## config.mk

```make
export PLATFORM = sky130hd
export DESIGN_NAME = mtsp_alu_wb_collect
export DESIGN_NICKNAME = d
export VERILOG_FILES = /design/src/rtl/mtsp_alu_wb_collect.sv
export SDC_FILE = /design/constraint.sdc
export NUM_CORES = 1
export LEC_CHECK = 0
export ABC_AREA = 1
export ABC_CLOCK_PERIOD_IN_PS = 3150
export CAP_MARGIN = 15
export CORE_MARGIN = 2
export CORE_UTILIZATION = 56
export DETAILED_ROUTE_END_ITERATION = 10
export HOLD_SLACK_MARGIN = 0.06
export PLACE_DENSITY = 0.89
export SYNTH_ARGS = -nofsm -noshare
export SYNTH_HDL_FRONTEND = slang
export SYNTH_SLANG_ARGS = --single-unit
```

## constraint.sdc

```tcl
create_clock -name clk_i -period 3.15 [get_ports clk_i]
set_input_delay 0.63 -clock clk_i [delete_from_list [all_inputs] [get_ports clk_i]]
set_output_delay 0.63 -clock clk_i [all_outputs]
set_load 0.02 [all_outputs]
```

## src/rtl/mtsp_alu_wb_collect.sv

```systemverilog
// mtsp_alu_wb_collect: buffers ALU results per (source,phase) and round-robin drains each phase to a registered write port
module mtsp_alu_wb_collect #(
  parameter int NUM_SRC = 4,
  parameter int DATA_W  = 32,
  parameter int ADDR_W  = 6
) (
  input  logic                      clk_i,
  input  logic                      rst_ni,
  input  logic [2*NUM_SRC-1:0]      src_phase_en_i,
  input  logic [DATA_W*NUM_SRC-1:0] src_data_i,
  input  logic [ADDR_W*NUM_SRC-1:0] src_addr_i,
  output logic [NUM_SRC-1:0]        src_busy_o,
  output logic                      wb0_valid_o,
  input  logic                      wb0_ready_i,
  output logic [ADDR_W-1:0]         wb0_addr_o,
  output logic [DATA_W-1:0]         wb0_data_o,
  output logic                      wb1_valid_o,
  input  logic                      wb1_ready_i,
  output logic [ADDR_W-1:0]         wb1_addr_o,
  output logic [DATA_W-1:0]         wb1_data_o,
  output logic                      ovf_o
);
  localparam int PTR_W = (NUM_SRC > 1) ? $clog2(NUM_SRC) : 1;
  logic [1:0]              ready, valid, ovf_hit;
  logic [1:0][ADDR_W-1:0]  wb_addr;
  logic [1:0][DATA_W-1:0]  wb_data;
  logic [1:0][NUM_SRC-1:0] slot_v;
  logic                    ovf_q;
  assign ready = {wb1_ready_i, wb0_ready_i};
  for (genvar p = 0; p < 2; p++) begin : g_ph
    logic [NUM_SRC-1:0]             v_q, v_d, en, ld;
    logic [NUM_SRC-1:0][ADDR_W-1:0] a_q;
    logic [NUM_SRC-1:0][DATA_W-1:0] d_q;
    logic [PTR_W-1:0]               ptr_q, gnt;
    logic                           hit, grant, oh, ov_q;
    logic [ADDR_W-1:0]              oa_q;
    logic [DATA_W-1:0]              od_q;
    for (genvar i = 0; i < NUM_SRC; i++) begin : g_en
      assign en[i] = src_phase_en_i[2*i+p];
    end
    always_comb begin
      hit = 1'b0;
      gnt = '0;
      for (int k = 0; k < NUM_SRC; k++) begin
        if (!hit && v_q[PTR_W'((int'(ptr_q) + k) % NUM_SRC)]) begin
          hit = 1'b1;
          gnt = PTR_W'((int'(ptr_q) + k) % NUM_SRC);
        end
      end
      grant = hit & (!ov_q | ready[p]);
      v_d = v_q;
      ld = '0;
      oh = 1'b0;
      // a slot drained this cycle is free again, so a same-cycle arrival reloads it
      for (int i = 0; i < NUM_SRC; i++) begin
        if (grant && gnt == PTR_W'(i)) v_d[i] = 1'b0;
        if (en[i]) begin
          if (v_d[i]) oh = 1'b1;
          else begin
            v_d[i] = 1'b1;
            ld[i] = 1'b1;
          end
        end
      end
    end
    always_ff @(posedge clk_i or negedge rst_ni) begin
      if (!rst_ni) begin
        v_q   <= '0;
        a_q   <= '0;
        d_q   <= '0;
        ptr_q <= '0;
        ov_q  <= 1'b0;
        oa_q  <= '0;
        od_q  <= '0;
      end else begin
        v_q <= v_d;
        for (int i = 0; i < NUM_SRC; i++) begin
          if (ld[i]) begin
            a_q[i] <= src_addr_i[i*ADDR_W +: ADDR_W];
            d_q[i] <= src_data_i[i*DATA_W +: DATA_W];
          end
        end
        if (grant) begin
          ptr_q <= PTR_W'((int'(gnt) + 1) % NUM_SRC);
          oa_q  <= a_q[gnt];
          od_q  <= d_q[gnt];
        end
        if (!ov_q || ready[p]) ov_q <= hit;
      end
    end
    assign slot_v[p]  = v_q;
    assign valid[p]   = ov_q;
    assign wb_addr[p] = oa_q;
    assign wb_data[p] = od_q;
    assign ovf_hit[p] = oh;
  end
  always_ff @(posedge clk_i or negedge rst_ni) begin
    if (!rst_ni) ovf_q <= 1'b0;
    else ovf_q <= ovf_q | (|ovf_hit);
  end
  assign src_busy_o  = slot_v[0] | slot_v[1];
  assign wb0_valid_o = valid[0];
  assign wb0_addr_o  = wb_addr[0];
  assign wb0_data_o  = wb_data[0];
  assign wb1_valid_o = valid[1];
  assign wb1_addr_o  = wb_addr[1];
  assign wb1_data_o  = wb_data[1];
  assign ovf_o       = ovf_q;
endmodule
```

==> results of run 1 <==
## worst min path at each step
stage	to	from	cells after the start	slack, ns
after floorplan	g_ph[0].a_q[0]$_DFFE_PN0P_	rst_ni	0	0.33
after detailed placement	wb0_data_o[24]$_DFFE_PN0P_	wb0_data_o[24]$_DFFE_PN0P_	2	0.46
final	g_ph[0].d_q[8]$_DFFE_PN0P_	rst_ni	1	0.11
after global placement	wb0_data_o[14]$_DFFE_PN0P_	wb0_data_o[14]$_DFFE_PN0P_	2	0.46
after CTS	wb0_data_o[0]$_DFFE_PN0P_	rst_ni	1	0.19
after global routing	g_ph[1].d_q[10]$_DFFE_PN0P_	rst_ni	1	0.20
## cell usage in the layout (no fill, tap or decap), drive strengths merged
cell type and instances:
nand3 336, dfrtp 395, clkinv 6, clkinvlp 3, clkbuf 57, bufinv 3, buf 41, inv 491
nand2 873, o21ai 310, ha 8, diode 4, nor2 16, a21oi 2, clkdlybuf4s50 245
## timing repair
action                     in CTS  in global routing
setup endpoints to repair       0                 44
hold buffers                    0                  0
resized for setup               0                  2
## cell type report
class / count / area (um^2)
Clock inverter: 14 / 160
Fill cell: 2655 / 10900
Multi-Input combinational cell: 1545 / 6770
Tap cell: 455 / 569
Sequential cell: 395 / 9880
Inverter: 489 / 1840
Timing Repair Buffer: 286 / 2960
Antenna cell: 4 / 10.0
Clock buffer: 57 / 1160
## metal layers
metal	GRT usage	up-vias	part of all wire
met2	0.492	1257	0.43
met1	0.476	8451	0.40
met3	0.0876	191	0.13
met4	0.154	2	0.045
met5	0	-	0.00022
li1	-	8189	-
## kinds of logic after synthesis
kind of cell,synth area share
buffers and inverters,0.140
AND/OR/NAND/NOR,0.263
flip-flops,0.511
adder cells (fa/ha/maj),0.00517
AO/OA/AOI/OAI,0.0807
## metrics by stage
stage               cell area, um^2  utilization
finish                        23300        0.681
global route                  23300        0.681
CTS                           23300        0.680
detailed placement            22000        0.642
global placement              22000        0.642
floorplan                     19300            -
## worst register-to-register path: cells and delay by family, from the launching register on
family / cells / cell delay [ns]
AOI/OAI and AO/OA: 1 / 0.07
and+or+nand+nor: 9 / 1.24
buffers and inverters: 2 / 0.99
DFF: 1 / 0.57
## sequential cells by signal (all words and copies together), names as in the netlist
signal / count
ovf_o: 1
wb0_valid_o: 1
wb0_data_o: 32
g_ph.a_q: 48
wb0_addr_o: 6
wb1_valid_o: 1
g_ph.d_q: 256
g_ph.ptr_q: 4
wb1_addr_o: 6
wb1_data_o: 32
g_ph.v_q: 8
==> flow_metrics.py, run 1 <==
metrics = {
    "status": {
        "status": "complete, no violations",
    },
    "synth": {
        "ys_seq_elements": 395,
        "synth-edff-count": 0,
        "synth_cell_types": 18,
        "syn_area_um2": 19300,
        "synth_area_per_cell_um2": 7.51,
        "yosysSeqAreaShare": 0.511,
        "ys.flop_type": "dfrtp_1",
        "netlist.top_cell.by_area": "dfrtp_1",
        "yosys.area.top_type_share": 0.511,
        "yosysWarnings": 0,
        "ys_top_cells_by_area": "dfrtp_1 51%, nand2_1 17%, inv_1 9.4%",
        "synthesis.nets": 2747,
        "syn_inst": 2575,
        "synth.most_common_cell": "nand2_1",
        "synth_common_cells": "860 x nand2_1, 483 x inv_1, 395 x dfrtp_1",
        "async_reset_ff_frac": 1.00,
    },
    "clocking": {
        "cts.reportedPaths.clkPinSlew_ns": 0.06,
        "clk_latency_ns": 0.54,
        "cts_tree": "built",
        "postCtsSetupBuffers": 0,
        "root_buffer": "clkbuf_16",
        "cts_sinks": 395,
        "clk_path_buf_depth": 3,
        "h-tree-depth": 2,
        "cts_buffers": 40,
    },
    "route": {
        "drc": 0,
        "ant_nets": 0,
        "vias_per_cell": 5.57,
        "wl_per_cell_um": 18.6,
        "num_vias": 18090,
        "first_pass_iters": 5,
        "drtIter0Drc": 2138,
        "finalWirelength_um": 60400,
    },
    "die": {
        "die_x_um": 190,
        "fp.dieH_um": 190,
        "die_area_um2": 36000,
        "core_um2": 34300,
        "start_util": 0.564,
        "placementRows": 68,
        "io_pins": 247,
    },
    "final_layout": {
        "area.growth.synth_to_final_pct": 20.7,
        "stdcell_count": 3245,
        "nets": 2929,
        "drive_gt1_frac": 0.0481,
    },
    "global_route": {
        "grt_usage": 0.338,
        "antenna_found_initial": 5,
        "grt_pass1_vias": 17811,
        "grt_max_degree": 99,
        "grt_pass1_wl_um": 95000,
        "gr-total-overflow": 0,
    },
    "worst_setup_path": {
        "timing.rr.start": "g_ph[0].ptr_q[0]$_DFFE_PN0P_",
        "startpoint": "g_ph[0].ptr_q[0]$_DFFE_PN0P_",
        "ff2ff_setup_slack_ns": 0.18,
        "cp.arrival_ns": 3.39,
        "cp-end-kind": "flop",
        "cp-endpoint": "wb0_data_o[19]$_DFFE_PN0P_",
        "crit_slowest_cell": "buf_4",
        "timing.rr.end": "wb0_data_o[19]$_DFFE_PN0P_",
        "slowest_delay_ns": 0.82,
        "critPathKind": "flop to flop",
        "crit_family": "simple AND/OR/NAND/NOR gates",
        "worst-path-stages": 12,
        "required_ns": 3.56,
        "crit_top_cell": "nand2_1",
        "startpoint_type": "flop",
        "rr_worst_depth": 12,
        "path_cells": "inv_2 > nand2_1 > nand3_1 > nand2_2 > a21oi_1 > nand2_2 > buf_4 > nand3_1 > nand3_1 > nand2_1 > nand2_1 > nand2_1",
        "cp_max_fo": 76,
        "crit_buf_inv": 2,
    },
    "timing": {
        "worst_slack_ns": 0.177,
        "tns_ns": 0,
        "finClkSkew_ns": 0.0142,
        "tightest_slew_ns": 1.08,
        "fmax_mhz": 336,
        "finalCriticalPeriod_ns": 2.97,
        "finalHoldViolCount": 0,
        "maxSlewHeadroom": 0.280,
        "timing.final.crit_share": 0.944,
        "finalSetupViolCount": 0,
        "final_max_slew_viol_count": 0,
        "rsz0062_at_grt": "no",
        "whs_ns": 0.113,
    },
    "place": {
        "place.gp.congestion": 0.956,
        "place_inst": 3170,
        "dp_slack_ns": 0.254,
        "hpwl_um": 39800,
        "io_buffers": 246,
    },
    "min_path": {
        "holdCritPathClass": "input pin to asynchronous set/reset pin",
    },
    "run": {
        "maxCapViolCount": 0,
    },
}
Power of run 1 is left out: the tool's default activity adds up to more than one toggle a clock period on the data nets, which glitch-free logic cannot reach.
==> run 2, diff against run 1 <==
--- a/config.mk
+++ b/config.mk
@@ -12,7 +12,7 @@
 export CORE_UTILIZATION = 56
 export DETAILED_ROUTE_END_ITERATION = 10
 export HOLD_SLACK_MARGIN = 0.06
-export PLACE_DENSITY = 0.89
+export PLACE_DENSITY_LB_ADDON = 0.05
 export SYNTH_ARGS = -nofsm -noshare
 export SYNTH_HDL_FRONTEND = slang
 export SYNTH_SLANG_ARGS = --single-unit
==> run 2 against run 1 <==
- first-iteration DRC count shrank 26%
- non-clock buffer count grew 4
- global-route usage shrank 0.54 points
==> flow_metrics.py, run 2 (synthesis gave the netlist of run 1 again) <==
metrics = {
    "global_route": {
        "grt_usage": 0.332,
        "antenna_found_initial": 5,
        "grt_pass1_vias": 16295,
        "grt_pass1_wl_um": 92000,
        "grt_max_degree": 77,
        "gr-total-overflow": 0,
    },
    "route": {
        "drc": 0,
        "num_vias": 17203,
        "wl_per_cell_um": 18.1,
        "drtIter0Drc": 1579,
        "first_pass_iters": 5,
        "ant_nets": 0,
        "finalWirelength_um": 59000,
        "vias_per_cell": 5.28,
    },
    "timing": {
        "fmax_mhz": 349,
        "maxSlewHeadroom": 0.351,
        "finalCriticalPeriod_ns": 2.86,
        "rsz0062_at_grt": "no",
        "finClkSkew_ns": 0.0298,
        "tns_ns": 0,
        "finalHoldViolCount": 0,
        "final_max_slew_viol_count": 0,
        "tightest_slew_ns": 0.974,
        "timing.final.crit_share": 0.909,
        "finalSetupViolCount": 0,
    },
    "clocking": {
        "cts.reportedPaths.clkPinSlew_ns": 0.06,
        "cts_buffers": 43,
        "cts_sinks": 395,
        "cts_tree": "built",
        "postCtsSetupBuffers": 0,
        "clk_path_buf_depth": 3,
        "root_buffer": "clkbuf_16",
        "clk_latency_ns": 0.58,
        "h-tree-depth": 2,
    },
    "die": {
        "die_x_um": 190,
        "placementRows": 68,
        "die_area_um2": 36000,
        "start_util": 0.564,
        "fp.dieH_um": 190,
        "io_pins": 247,
        "core_um2": 34300,
    },
    "final_layout": {
        "layout_common_cells": "853 x nand2_1, 483 x inv_1, 395 x dfrtp_1",
        "final_common_cell": "nand2_1",
        "reg_top3": "g_ph.d_q x256, g_ph.a_q x48",
        "regMostFlops": "g_ph.d_q",
        "largest_register_ffs": 256,
        "nets": 2936,
        "drive_gt1_frac": 0.0536,
        "fillers": 2884,
        "area.growth.synth_to_final_pct": 21.9,
    },
    "worst_setup_path": {
        "cp_max_fo": 76,
        "slowest_delay_ns": 0.58,
        "crit_slowest_cell": "dfrtp_1",
        "cp.arrival_ns": 3.37,
        "path_cells": "inv_2 > nand2_1 > nand3_1 > nand2_2 > nor2_1 > nor2_1 > nand2_2 > nand2_2 > buf_4 > inv_1 > ha_1 > nand3_1 > nand2_1 > nand2_2 > buf_12 > nand2_1 > o21ai_0",
        "crit_buf_inv": 4,
        "crit_family": "simple AND/OR/NAND/NOR gates",
        "rr_worst_depth": 17,
        "crit_top_cell": "nand2_2",
        "critPathKind": "flop to flop",
        "cp-end-kind": "flop",
        "worst-path-stages": 17,
        "required_ns": 3.65,
        "startpoint_type": "flop",
    },
    "place": {
        "hpwl_um": 39100,
        "place.gp.congestion": 0.917,
        "io_buffers": 246,
    },
    "status": {
        "status": "complete, no violations",
    },
    "min_path": {
        "whs_path_depth": 2,
        "holdCritPathClass": "flop to flop",
    },
    "run": {
        "maxCapViolCount": 0,
    },
}
-- run 2: changes by cell type in the layout (fill, tap and decap cells not counted), sizes merged --
cell,delta
buf,+3
bufinv,+3
clkbuf,+1
clkinv,+7
clkinvlp,-1
dlygate4sd3,+1
inv,-2
-- run 2: area by class of cell --
class / instances / area [um^2] / area share
antenna: 4 / 10.0 / 0.000424
clock buffer: 58 / 1220 / 0.0518
clock inverter: 21 / 283 / 0.0120
inverter: 489 / 1840 / 0.0778
multi-input combinational: 1545 / 6780 / 0.287
sequential: 395 / 9880 / 0.419
tap: 455 / 569 / 0.0241
timing repair buffer: 290 / 3010 / 0.128
-- run 2: worst min-delay path: stages, from the launching register on --
cell     delay [ns]
dfrtp_1        0.34
nand2_1        0.05
nand2_1        0.05
-- run 2: metrics by stage --
step | instance area (um^2) | util | setup slack [ns] | hold slack, ns | instances
after floorplan | 19300 | - | 0.812 | 0.334 | 2575
after global routing | 23600 | 0.688 | 0.0152 | 0.501 | 3257
after detailed placement | 22000 | 0.643 | 0.280 | 0.464 | 3173
final | 23600 | 0.688 | 0.287 | 0.477 | 3257
after global placement | 22000 | 0.643 | 0.290 | 0.463 | 3173
after CTS | 23600 | 0.687 | 0.240 | 0.481 | 3253
-- run 2: metal layers --
metal | routed length, um | track usage | vias to the layer above
li1 | - | - | 8205
met1 | 26500 | 0.501 | 8115
met2 | 24500 | 0.460 | 781
met3 | 6550 | 0.101 | 100
met4 | 1450 | 0.0984 | 2
met5 | 13 | 0 | -
-- run 2: final timing paths --
path / startpoint / end / slack (ns)
hold reg to reg: wb0_data_o[28]$_DFFE_PN0P_ / wb0_data_o[28]$_DFFE_PN0P_ / 0.48
max in group asynchronous: rst_ni / g_ph[0].d_q[27]$_DFFE_PN0P_ / 1.59
min in group asynchronous: rst_ni / g_ph[0].d_q[77]$_DFFE_PN0P_ / 0.63
setup reg to reg: g_ph[1].ptr_q[0]$_DFFE_PN0P_ / g_ph[1].d_q[46]$_DFFE_PN0P_ / 0.29
hold / removal: wb0_data_o[28]$_DFFE_PN0P_ / wb0_data_o[28]$_DFFE_PN0P_ / 0.48
setup / recovery: g_ph[1].ptr_q[0]$_DFFE_PN0P_ / g_ph[1].d_q[46]$_DFFE_PN0P_ / 0.29
-- run 2: repair_timing --
action,CTS,global route
endpoints found under the setup margin,0,42
resized for setup,0,3
endpoints found under the hold margin,59,0
hold buffers,1,0
Power of run 2 is left out for the same reason.
